===== src/rtl/vga_timing_pkg.sv =====
// vga_timing_pkg
//   Shared 640x480@60 timing constants for the Pong video path, plus the
//   decoded-sync bundle produced by vga_sync_gen each clock.
//   No ports (package).
package vga_timing_pkg;

    localparam int H_VIS  = 640;
    localparam int H_FP   = 16;
    localparam int H_SYNC = 96;
    localparam int H_BP   = 48;
    localparam int V_VIS  = 480;
    localparam int V_FP   = 10;
    localparam int V_SYNC = 2;
    localparam int V_BP   = 33;

    localparam int H_TOTAL  = H_VIS + H_FP + H_SYNC + H_BP;   // 800
    localparam int V_TOTAL  = V_VIS + V_FP + V_SYNC + V_BP;   // 525
    localparam int HS_START = H_VIS + H_FP;                   // 656
    localparam int HS_END   = HS_START + H_SYNC - 1;          // 751
    localparam int VS_START = V_VIS + V_FP;                   // 490
    localparam int VS_END   = VS_START + V_SYNC - 1;          // 491

    // Next-state bundle for the registered decode outputs.
    typedef struct packed {
        logic       hsync;
        logic       vsync;
        logic       video_on;
        logic [9:0] x;
        logic [9:0] y;
    } sync_dec_t;

endpackage


===== src/rtl/pixel_tick_div.sv =====
// pixel_tick_div
//   Divides the system clock down to a one-clock pixel-rate tick.
//   Ports:
//     clk   in  system clock
//     rst   in  asynchronous active-high reset
//     tick  out registered pulse, high for one clk every DIV clks; the first
//               pulse appears DIV clks after reset release
module pixel_tick_div #(
    parameter int DIV = 4
) (
    input  logic clk,
    input  logic rst,
    output logic tick
);

    localparam int            CW   = (DIV > 1) ? $clog2(DIV) : 1;
    localparam logic [CW-1:0] LAST = CW'(DIV - 1);

    logic [CW-1:0] div_cnt;

    // tick is registered from the terminal count, so it lags the counter by
    // one clk: count 0..DIV-1 after release puts the first tick at clk DIV.
    always_ff @(posedge clk or posedge rst) begin
        if (rst) begin
            div_cnt <= '0;
            tick    <= 1'b0;
        end else begin
            tick    <= (div_cnt == LAST);
            div_cnt <= (div_cnt == LAST) ? '0 : div_cnt + 1'b1;
        end
    end

endmodule


===== src/rtl/vga_sync_gen.sv =====
// vga_sync_gen
//   Timing stage around the external horizontal/vertical pixel counters.
//   Produces the pixel-rate enable for the h counter, the end-of-line enable
//   for the v counter, and a 1-clk-latency registered decode of the counts.
//   Ports:
//     clk        in   system clock
//     rst        in   asynchronous active-high reset
//     h_count    in   current horizontal count
//     v_count    in   current vertical count
//     pix_en     out  one-clk pulse every DIV clks (h counter enable)
//     v_en       out  combinational pix_en & last h (v counter enable)
//     hsync      out  registered horizontal sync, active level SYNC_ACT
//     vsync      out  registered vertical sync, active level SYNC_ACT
//     video_on   out  registered, high inside the visible area
//     x, y       out  registered pixel coordinates, 0 when blanked
//     line_end   out  registered strobe, last pixel of a line
//     frame_end  out  registered strobe, last pixel of the last line
module vga_sync_gen #(
    parameter int   DIV      = 4,
    parameter int   H_VIS    = vga_timing_pkg::H_VIS,
    parameter int   H_FP     = vga_timing_pkg::H_FP,
    parameter int   H_SYNC   = vga_timing_pkg::H_SYNC,
    parameter int   H_BP     = vga_timing_pkg::H_BP,
    parameter int   V_VIS    = vga_timing_pkg::V_VIS,
    parameter int   V_FP     = vga_timing_pkg::V_FP,
    parameter int   V_SYNC   = vga_timing_pkg::V_SYNC,
    parameter int   V_BP     = vga_timing_pkg::V_BP,
    parameter logic SYNC_ACT = 1'b0
) (
    input  logic       clk,
    input  logic       rst,
    input  logic [9:0] h_count,
    input  logic [9:0] v_count,
    output logic       pix_en,
    output logic       v_en,
    output logic       hsync,
    output logic       vsync,
    output logic       video_on,
    output logic [9:0] x,
    output logic [9:0] y,
    output logic       line_end,
    output logic       frame_end
);

    localparam int H_TOTAL = H_VIS + H_FP + H_SYNC + H_BP;
    localparam int V_TOTAL = V_VIS + V_FP + V_SYNC + V_BP;

    localparam logic [9:0] H_LAST = 10'(H_TOTAL - 1);
    localparam logic [9:0] V_LAST = 10'(V_TOTAL - 1);
    localparam logic [9:0] H_VISC = 10'(H_VIS);
    localparam logic [9:0] V_VISC = 10'(V_VIS);
    localparam logic [9:0] HS_LO  = 10'(H_VIS + H_FP);
    localparam logic [9:0] HS_HI  = 10'(H_VIS + H_FP + H_SYNC - 1);
    localparam logic [9:0] VS_LO  = 10'(V_VIS + V_FP);
    localparam logic [9:0] VS_HI  = 10'(V_VIS + V_FP + V_SYNC - 1);

    vga_timing_pkg::sync_dec_t dec_d;

    logic h_last;
    logic v_last;
    logic in_range;

    pixel_tick_div #(.DIV(DIV)) u_div (
        .clk  (clk),
        .rst  (rst),
        .tick (pix_en)
    );

    assign h_last   = (h_count == H_LAST);
    assign v_last   = (v_count == V_LAST);
    // Counts past the frame end (e.g. a glitched counter) decode as fully
    // blanked with syncs idle, so the monitor never sees a bogus sync.
    assign in_range = (h_count <= H_LAST) && (v_count <= V_LAST);

    // Left combinational so the v counter steps on the same edge as the h wrap.
    assign v_en = pix_en && h_last;

    always_comb begin
        dec_d          = '0;
        dec_d.hsync    = (in_range && h_count >= HS_LO && h_count <= HS_HI) ? SYNC_ACT : ~SYNC_ACT;
        dec_d.vsync    = (in_range && v_count >= VS_LO && v_count <= VS_HI) ? SYNC_ACT : ~SYNC_ACT;
        dec_d.video_on = (h_count < H_VISC) && (v_count < V_VISC);
        if (dec_d.video_on) begin
            dec_d.x = h_count;
            dec_d.y = v_count;
        end
    end

    always_ff @(posedge clk or posedge rst) begin
        if (rst) begin
            hsync     <= ~SYNC_ACT;
            vsync     <= ~SYNC_ACT;
            video_on  <= 1'b0;
            x         <= '0;
            y         <= '0;
            line_end  <= 1'b0;
            frame_end <= 1'b0;
        end else begin
            hsync     <= dec_d.hsync;
            vsync     <= dec_d.vsync;
            video_on  <= dec_d.video_on;
            x         <= dec_d.x;
            y         <= dec_d.y;
            line_end  <= pix_en && h_last && (v_count <= V_LAST);
            frame_end <= pix_en && h_last && v_last;
        end
    end

endmodule

===== config.mk =====
export PLATFORM = sky130hd
export DESIGN_NAME = vga_sync_gen
export DESIGN_NICKNAME = d
export VERILOG_FILES = /design/src/rtl/vga_timing_pkg.sv /design/src/rtl/pixel_tick_div.sv /design/src/rtl/vga_sync_gen.sv
export SDC_FILE = /design/constraint.sdc
export NUM_CORES = 1
export LEC_CHECK = 0
export ABC_AREA = 1
export CAP_MARGIN = 15
export CORE_MARGIN = 4
export CORE_UTILIZATION = 37
export DETAILED_ROUTE_END_ITERATION = 7
export PLACE_DENSITY_LB_ADDON = 0.05
export SLEW_MARGIN = 20
export SYNTH_ARGS = -nofsm -noshare
export SYNTH_HDL_FRONTEND = slang
export SYNTH_HIERARCHICAL = 1
export SYNTH_SLANG_ARGS = --single-unit

===== constraint.sdc =====
create_clock -name clk -period 0.8 [get_ports clk]
set_input_delay 0.2 -clock clk [delete_from_list [all_inputs] [get_ports clk]]
set_output_delay 0.2 -clock clk [all_outputs]
set_load 0.01 [all_outputs]

==> metrics.cfg, run 1 <==
[worst_setup_path]
critPathRequiredTime_ps=600
critPathCaptureType=output pin
path_class=input port to output pin
worstPathMaxFanout=2
worstRegToRegCells=8
worst_setup_path_start_kind=input port
cp_data_arrival_time_ps=1170

[global_routing]
grt_remaining_overflow=0
track_usage=0.155
grt_max_degree=17
global_route_wire_length_before_repair_um=4900
first_global_vias=1093
grt_antenna_before_repair=0

[sta]
final.min_clock_period_ps=1370
final_max_slew_viol_count=0
unrepaired_setup_endpoints_after_global_routing=true
totalNegativeSetupSlack_ps=-9010
timing.final.setup_violations=44
final.setup.worst_slack_ps=-573
finClkSkew_ps=0.529
max_freq_mhz=728
finalHoldViolations=0
worst_hold_slack_ps=21.8
finalCritPeriodShare=1.72

[drt]
drt_drc_violations_left=0
routed_wire_length_per_instance_um=13.1
wl_um=3070
drt_pass_1_iters=4
detail-route-antenna-nets=0
first_iter_violations=19
route.detailed.vias_per_inst=4.49
total_number_of_vias=1056

[clock_network]
cts.sink_count=28
clock_root_buffer=sky130_fd_sc_hd__clkbuf_4
max-clock-path-buffers=2
clkLatencyLatePin_ps=330
tritoncts=built
cts_inserted_buffers=3
path_clk_slew_ps=160
ctsHtreeMaxLevel=1

[power_and_ir_drop]
total_leakage_power_nw=1.11
power_frac_comb=0.197
power.internal_mw=2.28
p_switching_uw=744
seq_power_share=0.492
clockPowerShare=0.311
p_per_area_mw_per_mm2=1500
switching_share_of_power=0.246
finalPower_mw=3.02
vdd_drop_max_v=0.000807

[floorplanning]
die_h_um=62.8
floorplan.initialDensity=0.397
row_count=19
core_area_mm2=0.00281
dieWidth_um=62.8
total_i_o_pin_count=49
dieArea_mm2=0.00395

[synthesis]
synthDistinctLibCells=19
synth-seq-area-share=0.632
synth_largest_area_cell=sky130_fd_sc_hd__dfrtp_1
synth_warnings=6
synth_top_cell_area_share=0.585
synth_top_area_cells=sky130_fd_sc_hd__dfrtp_1, sky130_fd_sc_hd__nor2_1, sky130_fd_sc_hd__inv_1
mappedNetlistArea_mm2=0.00111
synth.avg_cell_area_um2=9.43
ys_ff_latch=28
mappedNetlistNets=141
syn-instance-count=118

[layout]
sequential_cell_area_um2=703
fillCellCount=225
post_layout_nonfiller_instances=235
num-nets-final=228
multi_input_area_um2=408
final_util=0.720
num_antenna_cells=0
drive_above_1_share=0.529
cell_area_after_layout_mm2=0.00202
flow.area_growth_from_synthesis_pct=81.6

[hold_path]
worstHoldPathType=input port to asynchronous set/reset pin

[placed_design]
postPlaceCellArea_mm2=0.00182
place.detailed.instances=218
gp_congestion=0.778
dp_slack_ps=-1070
hpwlAfterDp_um=2080
io_buf_count=48

[run_status]
violations=negative setup slack
outcome=finished, violations left

[run]
max_cap_violations=0

flip-flops by register name (all words and copies together) (netlist names):
register and flops:
u_div/div_cnt 2, vsync 1, hsync 1, frame_end 1, line_end 1, x 10
video_on 1, u_div/tick 1, y 10
layer usage:
layer | vias to the layer above | routed length, um | share of wire | GRT usage
met5 | - | 0 | 0 | 0
met4 | 0 | 51 | 0.017 | 0.0496
met3 | 4 | 166 | 0.054 | 0.0360
met2 | 29 | 1680 | 0.55 | 0.289
met1 | 504 | 1170 | 0.38 | 0.174
li1 | 519 | - | - | -
logic make-up (layout without fill, tap and decap cells):
logic type               after synthesis  after routing  share of synthesized area
other                                  1              1                    0.00337
adder cells (fa/ha/maj)                1              1                     0.0112
buffers and inverters                 26            112                     0.0967
AO/OA/AOI/OAI                          2              2                    0.00900
AND/OR/NAND/NOR                       60             60                      0.247
flip-flops                            28             28                      0.632
Yosys cell counts:
cell type	n
sky130_fd_sc_hd__nor2_1	29
sky130_fd_sc_hd__dfrtp_1	26
sky130_fd_sc_hd__inv_1	24
sky130_fd_sc_hd__nand2_1	15
sky130_fd_sc_hd__nand3_1	6
sky130_fd_sc_hd__a21oi_1	2
sky130_fd_sc_hd__dfstp_2	2
sky130_fd_sc_hd__nor2_2	2
sky130_fd_sc_hd__nor3_1	2
sky130_fd_sc_hd__buf_6	1
sky130_fd_sc_hd__conb_1	1
sky130_fd_sc_hd__ha_1	1
sky130_fd_sc_hd__inv_4	1
sky130_fd_sc_hd__nand3_2	1
sky130_fd_sc_hd__nand3b_1	1
sky130_fd_sc_hd__nand4_1	1
sky130_fd_sc_hd__nor2_4	1
sky130_fd_sc_hd__nor3_4	1
sky130_fd_sc_hd__or2_2	1
area by class of cell:
class | count | area share
Timing Repair inverter | 2 | 0.0112
Clock inverter | 1 | 0.0149
Multi-Input combinational cell | 64 | 0.202
Tap cell | 31 | 0.0192
Sequential cell | 28 | 0.348
Clock buffer | 3 | 0.0112
Timing Repair Buffer | 81 | 0.336
Inverter | 25 | 0.0570
repair_timing:
action	in CTS	in global routing
setup buffers	10	4
hold endpoints to repair	0	0
gates resized for setup	174	25
setup endpoints to repair	51	53
hold buffers	0	0
pin swaps	13	6
gates cloned	2	0
placed cells by master, fill, tap and decap left out, drive strengths merged:
master and instances:
buf 64, nor2 32, inv 27, dfrtp 26, nand2 15, nand3 7, clkdlybuf4s50 6, dlygate4sd2 6
clkbuf 6, nor3 3, a21oi 2, dfstp 2, nand3b 1, or2 1, nand4 1, bufinv 1
dlymetal6s2s 1, clkdlybuf4s15 1, ha 1, conb 1
worst paths after layout:
check,from,end,slack (ps)
max,h_count[0],v_en,-570
min,rst,u_div/tick,20
max reg2reg,u_div/tick,line_end,-460
min reg2reg,u_div/div_cnt[1],u_div/div_cnt[1],510
max in group asynchronous,rst,hsync,410
min in group clk,v_count[6],y[6],70
power by group through the flow:
stage | clock [mW] | combinational, mW | sequential [mW]
4_1_cts | 0.952 | 0.583 | 1.49
6_report | 0.938 | 0.595 | 1.49
2_1_floorplan | 0 | 0.153 | 1.55
5_1_grt | 1.01 | 0.647 | 1.49
3_5_place_dp | 0 | 0.542 | 1.52
3_3_place_gp | 0 | 0.533 | 1.51
worst max-delay path, cell delays in order:
cell and delay [ps]:
sky130_fd_sc_hd__clkdlybuf4s50_1 470, sky130_fd_sc_hd__nand2_1 80, sky130_fd_sc_hd__nor2_2 150, sky130_fd_sc_hd__nand3_2 110, sky130_fd_sc_hd__inv_2 70, sky130_fd_sc_hd__buf_6 90
No activity file was read; power rests on OpenSTA's default activity.
==> run 2: changes to the inputs <==
Settings changed: CORE_MARGIN 4 to 2.
==> run 2 against run 1 <==
The run ends with design-rule violations, negative setup slack left; global-route usage is 1.7 points higher; final cell count is 1.7% lower; design area is 1.7% lower; power is 8.1% lower; setup slack worse by 39 ps; sequential share of layout area is 0.59 points higher; register-to-register slack better by 230 ps; worst hold slack better by 3.4 ps; critical path depth stayed put; critical endpoint unchanged.
==> metrics.cfg, run 2 (synthesis gave the netlist of run 1 again) <==
[sta]
finClkSkew_ps=0.103
final_max_slew_viol_count=0
finalCritPeriodShare=1.76
timing.final.setup_violations=45
totalNegativeSetupSlack_ps=-8520
final.min_clock_period_ps=1410
unrepaired_setup_endpoints_after_global_routing=true
finalHoldViolations=0
max_freq_mhz=708
final.setup.worst_slack_ps=-611

[worst_setup_path]
critPathRequiredTime_ps=600
timing.critical_path.cells=buf_6 -> nand2_2 -> nor2_2 -> nand3_2 -> inv_2 -> buf_6
worst_flop_to_flop_path_startpoint=u_div/tick
reg2reg_slack_ps=-230
cp_data_arrival_time_ps=1210
critPathLaunch=u_div/tick
worstPathMaxFanout=2
worst_setup_path_start_kind=flip-flop
max_stage_delay_ps=400
cp_slowest_cell=sky130_fd_sc_hd__dfrtp_1
path_class=flip-flop to output pin
critPathCaptureType=output pin
worst_r2r_endpoint=line_end
crit_top_cell=sky130_fd_sc_hd__buf_6
worstRegToRegCells=6

[clock_network]
path_clk_slew_ps=150
clock_root_buffer=sky130_fd_sc_hd__clkbuf_4
clkLatencyLatePin_ps=330
postCtsHoldBufs=0
max-clock-path-buffers=2
tritoncts=built
ctsHtreeMaxLevel=1
cts_inserted_buffers=3
cts.sink_count=28

[placed_design]
io_buf_count=48
gp_congestion=0.823
hpwlAfterDp_um=1860
place.detailed.instances=217

[layout]
fillCellCount=242
multi_input_area_um2=457
drive_above_1_share=0.560
num_antenna_cells=0
final_util=0.708
layout.cells.most_common_list=sky130_fd_sc_hd__dfrtp_1, sky130_fd_sc_hd__buf_2, sky130_fd_sc_hd__inv_1
biggest_registers_after_layout=x x10, y x10, u_div/div_cnt x2
flow.area_growth_from_synthesis_pct=78.5
final_common_cell=sky130_fd_sc_hd__dfrtp_1
post_layout_nonfiller_instances=231
num-nets-final=224
sequential_cell_area_um2=703

[global_routing]
global_route_wire_length_before_repair_um=4530
grt_use_met3=0.0242
grt_busiest_layer=met2
grt_remaining_overflow=0
use_met1=0.215
grt_max_degree=16
first_global_vias=1024
grt_antenna_before_repair=0
gr-usage-met2=0.313
track_usage=0.173

[floorplanning]
core_area_mm2=0.00281
floorplan.initialDensity=0.397
row_count=19
dieWidth_um=58.8
die_h_um=58.8
total_i_o_pin_count=49
dieArea_mm2=0.00346

[run_status]
violations=design-rule violations, negative setup slack
outcome=finished, violations left

[run]
max_cap_violations=0

[hold_path]
worstHoldPathType=input port to asynchronous set/reset pin

[drt]
wl_um=2840
drt_drc_violations_left=3
detail-route-antenna-nets=0
total_number_of_vias=1030
drt_pass_1_iters=6
route.detailed.vias_per_inst=4.46
routed_wire_length_per_instance_um=12.3
first_iter_violations=24

[power_and_ir_drop]
p_per_area_mw_per_mm2=1400
vdd_drop_max_v=0.000836
total_leakage_power_nw=1.06

-- run 2: cell types whose count changed in the layout (fill, tap and decap cells not counted), sizes merged --
cell | before | now
buf | 64 | 58
clkdlybuf4s50 | 6 | 1
clkbuf | 6 | 8
dlygate4sd2 | 6 | 12
dlymetal6s2s | 1 | 0
bufinv | 1 | 0
clkinvlp | 0 | 1
-- run 2: area by class of cell --
class,instances,share of cell area
multi-input combinational,64,0.230
sequential,28,0.354
clock buffer,4,0.0183
timing repair inverter,3,0.0126
tap,31,0.0195
timing repair buffer,76,0.306
inverter,25,0.0592
-- run 2: per-layer routing --
layer / up-vias / share of wire / wire [um]
met4: 0 / 0.0074 / 21
met2: 29 / 0.55 / 1560
met3: 2 / 0.054 / 154
met5: - / 0 / 0
met1: 488 / 0.39 / 1110
li1: 511 / - / -
-- run 2: power by group --
group          switching [mW]  internal, mW
Clock                   0.416         0.279
Sequential             0.0136          1.47
Combinational           0.312         0.281
Total                   0.742          2.03
-- run 2: how the worst max path moves through the flow --
stage	to	cells after the start
after floorplan	x[0]	7
after global placement	v_en	6
after detailed placement	v_en	6
after CTS	v_en	6
after global routing	v_en	6
final	v_en	6
-- run 2: stage by stage --
stage	hold slack, ps	worst slack [ps]	total power [mW]	instance area (um^2)
after global routing	20.2	-701	2.92	1990
after global placement	402	-1050	2.04	1810
after floorplan	-46.4	-116	1.70	1140
after CTS	30.0	-640	2.74	1930
after detailed placement	403	-1060	2.05	1810
final	25.2	-611	2.78	1990
-- run 2: repair_timing --
action	4_1_cts	5_1_grt
gates resized for setup	175	35
pin swaps	18	4
endpoints found under the setup margin	52	53
cloned	3	0
buffers inserted	8	1
-- run 2: critical path, delay by kind of cell, from the launching register on --
family / cells / cell delay [ps]
and+or+nand+nor: 3 / 230
buffers and inverters: 3 / 260
DFF: 1 / 400
